$ cat src/rtl/rp_shutdown_ctrl.sv
// Static-side shutdown / drain / decouple / reset sequencer for one reconfigurable partition.
// Optional build macro RP_SHUTDOWN_STATS_EN adds the REQ-phase ack_latency measurement.
module rp_shutdown_ctrl #(
  parameter int TIMEOUT_CYCLES = 65536,
  parameter int RST_CYCLES     = 16,
  parameter int DMA_WIDTH      = 128
) (
  input  logic                 clk,
  input  logic                 rst_n,
  input  logic                 req_shutdown,
  input  logic                 req_start,
  output logic                 shutdown_req,
  input  logic                 shutdown_ack,
  input  logic                 rp_active,
  output logic                 decouple,
  output logic                 rp_rst_n,
  output logic                 done,
  output logic                 timed_out,
  output logic [2:0]           state,
  output logic [31:0]          ack_latency,
  input  logic [DMA_WIDTH-1:0] s_axis_dma_tdata,
  input  logic                 s_axis_dma_tlast,
  input  logic                 s_axis_dma_tvalid,
  output logic                 s_axis_dma_tready,
  output logic [DMA_WIDTH-1:0] m_axis_dma_tdata,
  output logic                 m_axis_dma_tlast,
  output logic                 m_axis_dma_tvalid,
  input  logic                 m_axis_dma_tready
);

  typedef enum logic [2:0] {
    ST_RUN       = 3'd0,
    ST_REQ       = 3'd1,
    ST_DRAIN     = 3'd2,
    ST_DECOUPLED = 3'd3,
    ST_RESET     = 3'd4,
    ST_RELEASE   = 3'd5
  } state_t;

  typedef struct packed {
    logic sreq;
    logic dec;
    logic rstn;
    logic dn;
  } ctl_t;

  localparam int CW = $clog2(TIMEOUT_CYCLES) + 1;
  localparam int RW = $clog2(RST_CYCLES) + 1;
  localparam logic [CW-1:0] TO_LAST  = CW'(TIMEOUT_CYCLES - 1);
  localparam logic [RW-1:0] RST_LAST = RW'(RST_CYCLES - 1);

  state_t        st;
  ctl_t          ctl;
  logic [CW-1:0] cnt;
  logic [RW-1:0] rcnt;
  logic          in_packet;
  logic          term;
  logic          pass;
  logic          hs;

  // Control outputs are a pure function of the state being entered, so they
  // are loaded together with the state register and never glitch.
  function automatic ctl_t ctl_for(state_t s);
    ctl_t c;
    c = '{sreq: 1'b0, dec: 1'b1, rstn: 1'b0, dn: 1'b0};
    case (s)
      ST_RUN:           c = '{sreq: 1'b0, dec: 1'b0, rstn: 1'b1, dn: 1'b0};
      ST_REQ, ST_DRAIN: c = '{sreq: 1'b1, dec: 1'b0, rstn: 1'b1, dn: 1'b0};
      ST_DECOUPLED:     c = '{sreq: 1'b1, dec: 1'b1, rstn: 1'b1, dn: 1'b1};
      ST_RELEASE:       c = '{sreq: 1'b0, dec: 1'b1, rstn: 1'b1, dn: 1'b0};
      default:          c = '{sreq: 1'b0, dec: 1'b1, rstn: 1'b0, dn: 1'b0};
    endcase
    return c;
  endfunction

  assign state        = st;
  assign shutdown_req = ctl.sreq;
  assign decouple     = ctl.dec;
  assign rp_rst_n     = ctl.rstn;
  assign done         = ctl.dn;

  // NOTE: every output is assigned on every path, so no latch can be inferred.
  always_comb begin
    pass = (st == ST_RUN) || (st == ST_REQ) || (st == ST_DRAIN && in_packet && !term);
    m_axis_dma_tvalid = pass ? s_axis_dma_tvalid : term;
    m_axis_dma_tdata  = pass ? s_axis_dma_tdata  : '0;
    m_axis_dma_tlast  = pass ? s_axis_dma_tlast  : term;
    s_axis_dma_tready = pass & m_axis_dma_tready;
    hs = m_axis_dma_tvalid & m_axis_dma_tready;
  end

  // NOTE: non-blocking assignments only, so every branch reads pre-edge values.
  always_ff @(posedge clk or negedge rst_n) begin
    if (!rst_n) begin
      st        <= ST_RESET;
      ctl       <= ctl_for(ST_RESET);
      cnt       <= '0;
      rcnt      <= '0;
      term      <= 1'b0;
      timed_out <= 1'b0;
      in_packet <= 1'b0;
    end else begin
      if (st == ST_RESET) in_packet <= 1'b0;
      else if (hs)        in_packet <= !m_axis_dma_tlast;

      case (st)
        ST_RUN: if (req_shutdown) begin
          st        <= ST_REQ;
          ctl       <= ctl_for(ST_REQ);
          cnt       <= '0;
          timed_out <= 1'b0;
        end
        ST_REQ: begin
          // A late ack landing on the last allowed cycle still counts as an ack.
          if (shutdown_ack || cnt == TO_LAST) begin
            st  <= ST_DRAIN;
            ctl <= ctl_for(ST_DRAIN);
            cnt <= '0;
            if (!shutdown_ack) timed_out <= 1'b1;
          end else begin
            cnt <= cnt + 1'b1;
          end
        end
        ST_DRAIN: begin
          if (term) begin
            if (m_axis_dma_tready) begin
              term <= 1'b0;
              st   <= ST_DECOUPLED;
              ctl  <= ctl_for(ST_DECOUPLED);
            end
          end else if (!in_packet || (hs && m_axis_dma_tlast)) begin
            st  <= ST_DECOUPLED;
            ctl <= ctl_for(ST_DECOUPLED);
          end else if (cnt == TO_LAST) begin
            // RP stalled mid-packet: close the packet ourselves so the DMA sees a boundary.
            term      <= 1'b1;
            timed_out <= 1'b1;
          end else begin
            cnt <= cnt + 1'b1;
          end
        end
        ST_DECOUPLED: if (req_start) begin
          st   <= ST_RESET;
          ctl  <= ctl_for(ST_RESET);
          rcnt <= '0;
        end
        ST_RESET: begin
          if (rcnt == RST_LAST) begin
            st  <= ST_RELEASE;
            ctl <= ctl_for(ST_RELEASE);
          end else begin
            rcnt <= rcnt + 1'b1;
          end
        end
        ST_RELEASE: if (rp_active) begin
          st  <= ST_RUN;
          ctl <= ctl_for(ST_RUN);
        end
        default: begin
          st   <= ST_RESET;
          ctl  <= ctl_for(ST_RESET);
          rcnt <= '0;
        end
      endcase
    end
  end

`ifdef RP_SHUTDOWN_STATS_EN
  logic [31:0] lat_cnt;
  logic        req_exit;

  assign req_exit = (st == ST_REQ) && (shutdown_ack || cnt == TO_LAST);

  // lat_cnt counts REQ cycles including the current one; saturates at all-ones.
  always_ff @(posedge clk or negedge rst_n) begin
    if (!rst_n) begin
      lat_cnt     <= '0;
      ack_latency <= '0;
    end else if (st == ST_RUN && req_shutdown) begin
      lat_cnt <= 32'd1;
    end else if (st == ST_REQ) begin
      if (req_exit)              ack_latency <= lat_cnt;
      else if (lat_cnt != '1)    lat_cnt     <= lat_cnt + 1'b1;
    end
  end
`else
  assign ack_latency = '0;
`endif

endmodule
$ cat config.mk
export PLATFORM = sky130hd
export DESIGN_NAME = rp_shutdown_ctrl
export DESIGN_NICKNAME = d
export VERILOG_FILES = /design/src/rtl/rp_shutdown_ctrl.sv
export SDC_FILE = /design/constraint.sdc
export NUM_CORES = 1
export LEC_CHECK = 0
export BUFFER_PORTS_ARGS = -buffer_cell sky130_fd_sc_hd__buf_2
export CORE_AREA = 2 2 121 123
export DETAILED_ROUTE_END_ITERATION = 7
export DIE_AREA = 0 0 123 125
export GPL_TIMING_DRIVEN = 0
export PLACE_DENSITY = 0.5
export SLEW_MARGIN = 20
export SYNTH_ARGS = -nofsm -noshare
export SYNTH_HDL_FRONTEND = slang
export SYNTH_SLANG_ARGS = --single-unit
$ cat constraint.sdc
create_clock -name clk -period 4.4 [get_ports clk]
set_clock_uncertainty 0.15 [all_clocks]
set_input_delay 0.44 -clock clk [delete_from_list [all_inputs] [get_ports clk]]
set_output_delay 0.44 -clock clk [all_outputs]
set_load 0.1 [all_outputs]
# Word level (Yosys, flattened, before mapping)
# Cells that the tools add are included.
[word_totals]
ramBits = 0
in_bits = 137
regBits = 32
latch_bits = 0
mem_bits_ro = 0
word_cells = 96
output_inout_bits = 171
memories = 0
[op_classes]
add_sub_neg = 2
order_cmp = 0
eq_ne = 20
n_div = 0
shifts = 0
muxes = 43
bitwise_logic = 3
n_mul = 0
reduce_logical = 18
[op_table]
columns = ["operator", "count"]
rows = [
  ["128-bit 2-to-1 mux", 1],
  ["17-bit 2-to-1 mux", 5],
  ["17-bit case mux with 3 select lines", 1],
  ["4-bit 2-to-1 mux", 8],
  ["3-bit 2-to-1 mux", 8],
  ["4-bit case mux with 6 select lines", 1],
  ["3-bit case mux with 6 select lines", 1],
  ["17-bit by 1-bit adder with 17-bit output, second input constant", 1],
  ["17-bit by 16-bit == test with 1-bit output, second input constant", 1],
  ["2-bit != test, second input constant", 8],
  ["5-bit case mux with 3 select lines", 1],
  ["1-bit 2-to-1 mux", 14],
  ["7-bit AND reduction", 2],
  ["5-bit 2-to-1 mux", 2],
  ["3-bit by 2-bit == test with 1-bit output, second input constant", 2],
  ["3-bit == test, second input constant", 2],
  ["2-bit by 1-bit != test with 1-bit output, second input constant", 3],
  ["5-bit by 1-bit adder with 5-bit output, second input constant", 1],
  ["5-bit by 4-bit == test with 1-bit output, second input constant", 1],
  ["5-bit AND reduction", 1],
  ["1-bit logical OR", 4],
  ["4-bit OR reduction", 1],
  ["3-bit by 1-bit == test with 1-bit output, second input constant", 1],
  ["1-bit logical AND", 3],
  ["10 further kinds", 13],
]

# Logic depth before layout (Yosys ltp)
[logic_depth]
ltp_word = 11
ltp_mapped = 12
mapped_depth_nobuf = 12

# Worst setup path before layout
# Ideal clock, no wire load.
[synth_path]
path_kind = "flip-flop to output port"
startpoint = "register st[1] (netlist: state[1])"
endpoint = "output port m_axis_dma_tdata[100]"
path_slack_ps = 1192
arrival_ps = 2618
t_required_ps = 3810
path_stages_with_launch = 7
path_buffers = 3
cell_sequence = "dfrtp_1 > buf_2 > nor2_1 > or2_2 > clkbuf_1 > clkbuf_1 > and2_1"
[synth_via]
elab_chain_len = 5
word_cells_on_any_way = 8
cone_classes = "eq/ne: 2; mux: 1; reduce/logical: 5"
[synth_lines]
columns = ["element", "line_no", "text"]
rows = [
  ["start: declaration", "52", "state_t st;"],
  ["start signal: assignment", "95", "st <= ST_RESET;"],
  ["start signal: assignment", "108", "st <= ST_REQ;"],
  ["start signal: assignment", "116", "st <= ST_DRAIN;"],
  ["3-bit by 2-bit == test with 1-bit output", "84", "pass = (st == ST_RUN) || (st == ST_REQ) || (st == ST_DRAIN && in_packet && !term);"],
  ["1-bit logical AND (2 in series)", "84", ""],
  ["1-bit logical OR (*)", "84", ""],
  ["128-bit 2-to-1 mux (*)", "86", "m_axis_dma_tdata = pass ? s_axis_dma_tdata : '0;"],
  ["end: declaration", "25", "output logic [DMA_WIDTH-1:0] m_axis_dma_tdata,"],
]
# Every way passes the cells marked *; elsewhere a longest branch is shown, timed or not.

# Worst setup path in the final report
[layout_path]
startpoint = "register st[1] (netlist: state[1])"
endpoint = "output port m_axis_dma_tdata[103]"
# Same word-level chain as after synthesis.

==> summary.md <==
| Metric | Value |
|---|---|
| Result of the run | `completed` |
| Root Buffer | `sky130_fd_sc_hd__clkbuf_16` |
| Required time of the critical path | `3810 ps` |
| Crit path capture type | `output pin` |
| Top library cells by usage in the layout, fill and taps aside | `280 x sky130_fd_sc_hd__buf_2, 131 x sky130_fd_sc_hd__and2_1, 32 x sky130_fd_sc_hd__buf_4, 32 x sky130_fd_sc_hd__conb_1, 30 x sky130_fd_sc_hd__dfrtp_1` |
| Mean number of vias per cell | `4.287` |
| Slack of the critical path | `1006 ps` |
| Detail Placement HPWL | `16,640 µm` |
| Final hold vios | `0` |
| Most used flip-flop cell after synthesis | `sky130_fd_sc_hd__dfrtp_1` |
| Gp weighted congestion | `0.9654` |
| Number of buffers on the longest clock path | `2` |
| Average wire per cell in the routed design | `20.78 µm` |
| Netlist area before placement | `2974 µm²` |
| Number of H-tree levels | `2` |
| Number of cell rows | `44` |
| Crit share post-route | `77.13%` |
| Shortest period the worst path allows | `3394 ps` |
| Detailed-route DRC error count | `0` |
| Overflow left after global routing | `0` |
| Synthesized area per cell | `7.587 µm²` |
| Crit Path Class | `flop to output pin` |
| Vertical extent of the die | `125 µm` |
| Count of state elements after synthesis | `32` |
| Clock network latency to the later pin of the worst-skew pair | `280 ps` |
| Area growth from synthesis to final layout | `63.95%` |
| Final number of setup-violating endpoints | `0` |
| Core area | `14,200 µm²` |
| TritonCTS Sinks | `32` |
| Type of the tightest min-delay check | `input pin to asynchronous set/reset pin` |
| Number of fill cells | `1,616` |
| Arr. time, crit path | `2800 ps` |
| Number of nets in the layout | `846` |
| Final-report max-slew violation count | `0` |
| Maximum fanout along the worst path | `10` |
| Combined flip-flop and latch cell area | `803.3 µm²` |
| Number of buffers created by CTS | `5` |
| Setup bufs post-CTS | `0` |
| Fraction of synthesis flops using an asynchronous set or reset pin | `100.0%` |
| Post-CTS clock slew at the launch and capture registers of the worst setup and hold paths | `60 ps` |
| Vias in the first global route | `3,654` |
| Critical Path Start Type | `flop` |
| Summed negative setup slack over all endpoints | `0 ps` |
| Violation count after the first detailed-routing iteration | `215` |
| Aggregate global-route resource usage | `23.49%` |
| Routed wire length | `18,700 µm` |
| Width of the die | `123 µm` |
| TritonCTS clock tree | `yes` |
| Hold buffer count at CTS | `0` |
| Share of synthesized area occupied by flip-flops and latches | `27.01%` |
| Yosys Warn Count | `0` |
| Drt first pass iters | `4` |
| Multi-input gate area | `1909 µm²` |
| Count of instances resized after the clock tree is built | `0` |
| Maximum number of pins on one net before global-route repair | `33` |
| Number of vias in the routed layout | `3,858` |
| First-pass GRT wire length | `25,410 µm` |
| Register-to-Register Path Depth | `12` |
| Pre-CTS setup slack | `1217 ps` |
| Maximum capacitance violations | `0` |
| Layout cells sized above 1 | `46.88%` |
| Most common cell after layout, fill and taps aside | `sky130_fd_sc_hd__buf_2` |
| # port buffers | `275` |
| Final ANT Viol Nets | `0` |
| Area of the die | `15,380 µm²` |
| EDFF count, synth | `0` |
| Max frequency | `0.2947 GHz` |
| Number of distinct library cells after synthesis | `41` |
| Tightest Pin Transition | `747.0 ps` |
| Post-synthesis cell count | `392` |
| Number of antenna violations at the first check in global routing | `29` |
| Unrepaired setup endpoints after global routing | `false` |
| I/O pin count | `308` |
| Relative max-transition margin | `50.20%` |
| Starting density of the core | `20.94%` |
-- layout make-up --
| cell class | count | share of cell area (%) |
|---|---|---|
| diodes | 10 | 0.5132 |
| flip-flops and latches | 32 | 16.47 |
| clock inverters | 2 | 0.3079 |
| clock buffers | 6 | 2.848 |
| well taps | 184 | 4.722 |
| inverters | 12 | 0.9238 |
| repair buffers | 275 | 28.23 |
| plain buffers | 55 | 6.826 |
| multi-input cells | 324 | 39.16 |
-- logic make-up (layout without fill, tap and decap cells) --
group | count (synthesis) | count (layout) | synth area share [%]
simple gates | 221 | 221 | 42.83
buf+inv | 67 | 350 | 12.70
compound gates | 59 | 59 | 12.79
flops | 32 | 32 | 27.01
mux | 7 | 7 | 2.566
fa+ha+maj | 4 | 4 | 1.683
other cells | 1 | 42 | 0.1261
xor+xnor | 1 | 1 | 0.2945
-- registers in the layout (all words and copies together), names as in the netlist --
| signal | flops |
|---|---|
| cnt | 17 |
| rcnt | 5 |
| state | 3 |
| decouple | 1 |
| done | 1 |
| in_packet | 1 |
| rp_rst_n | 1 |
| shutdown_req | 1 |
| term | 1 |
| timed_out | 1 |
-- Yosys cell counts (2+ instances only) --
library cell | n | area, µm²
sky130_fd_sc_hd__nand2b_1 | 8 | 50.05
sky130_fd_sc_hd__nand2_1 | 23 | 86.33
sky130_fd_sc_hd__buf_2 | 5 | 25.02
sky130_fd_sc_hd__nor3_1 | 4 | 20.02
sky130_fd_sc_hd__o41ai_1 | 2 | 17.52
sky130_fd_sc_hd__ha_1 | 4 | 50.05
sky130_fd_sc_hd__inv_1 | 12 | 45.04
sky130_fd_sc_hd__a31oi_1 | 3 | 18.77
sky130_fd_sc_hd__clkbuf_1 | 18 | 67.56
sky130_fd_sc_hd__mux2i_1 | 2 | 20.02
sky130_fd_sc_hd__a21oi_1 | 11 | 55.05
sky130_fd_sc_hd__o21ai_1 | 2 | 10.01
sky130_fd_sc_hd__and2_1 | 131 | 819.5
sky130_fd_sc_hd__mux2_2 | 5 | 56.30
sky130_fd_sc_hd__dfrtp_1 | 30 | 750.7
sky130_fd_sc_hd__or3_1 | 3 | 18.77
sky130_fd_sc_hd__buf_4 | 32 | 240.2
sky130_fd_sc_hd__dfstp_2 | 2 | 52.55
sky130_fd_sc_hd__nor2b_1 | 4 | 25.02
sky130_fd_sc_hd__a211o_1 | 2 | 17.52
sky130_fd_sc_hd__o31ai_1 | 12 | 90.09
sky130_fd_sc_hd__nand4_1 | 2 | 12.51
sky130_fd_sc_hd__nand3_1 | 10 | 50.05
sky130_fd_sc_hd__o21ai_0 | 21 | 105.1
sky130_fd_sc_hd__nor2_1 | 23 | 86.33
sky130_fd_sc_hd__and3_1 | 6 | 37.54
-- critical path, stage by stage, from the launching register on --
cell and delay, ps:
sky130_fd_sc_hd__dfrtp_1 390, sky130_fd_sc_hd__buf_2 180, sky130_fd_sc_hd__nor2_1 210, sky130_fd_sc_hd__or2_2 190, sky130_fd_sc_hd__clkbuf_1 460, sky130_fd_sc_hd__clkbuf_1 300
sky130_fd_sc_hd__and2_1 290, sky130_fd_sc_hd__buf_2 480
-- path summary, 6_finish.rpt --
kind                                 startpoint                     to  slack, ps
setup / recovery           state[1]$_DFFE_PN0P_  m_axis_dma_tdata[103]       1010
hold / removal                            rst_n     cnt[1]$_DFFE_PN0P_         80
setup reg to reg             cnt[0]$_DFFE_PN0P_     cnt[7]$_DFFE_PN0P_       1190
hold reg to reg             rcnt[4]$_DFFE_PN0P_    rcnt[4]$_DFFE_PN0P_        330
max in group asynchronous                 rst_n     cnt[8]$_DFFE_PN0P_       3550
min in group clk            rcnt[4]$_DFFE_PN0P_    rcnt[4]$_DFFE_PN0P_        330
-- layer usage --
metal / vias up / track usage (%) / wire length, µm
met5: - / 0 / 152
met4: 22 / 3.676 / 464
met3: 49 / 15.33 / 3010
met2: 223 / 40.20 / 8679
met1: 1703 / 24.41 / 6395
li1: 1861 / - / -
-- per-stage QoR --
stage	hold slack, ps	std cells	util, %	area (µm²)
after floorplan	-5.591	423	-	3090
after global placement	314.9	882	33.07	4697
after detailed placement	315.8	882	33.07	4697
after CTS	106.9	890	34.15	4851
after global routing	143.1	891	34.17	4853
final	76.81	900	34.33	4876
Power is left out: the tool's default activity adds up to more than one toggle a clock period on the data nets, which glitch-free logic cannot reach.
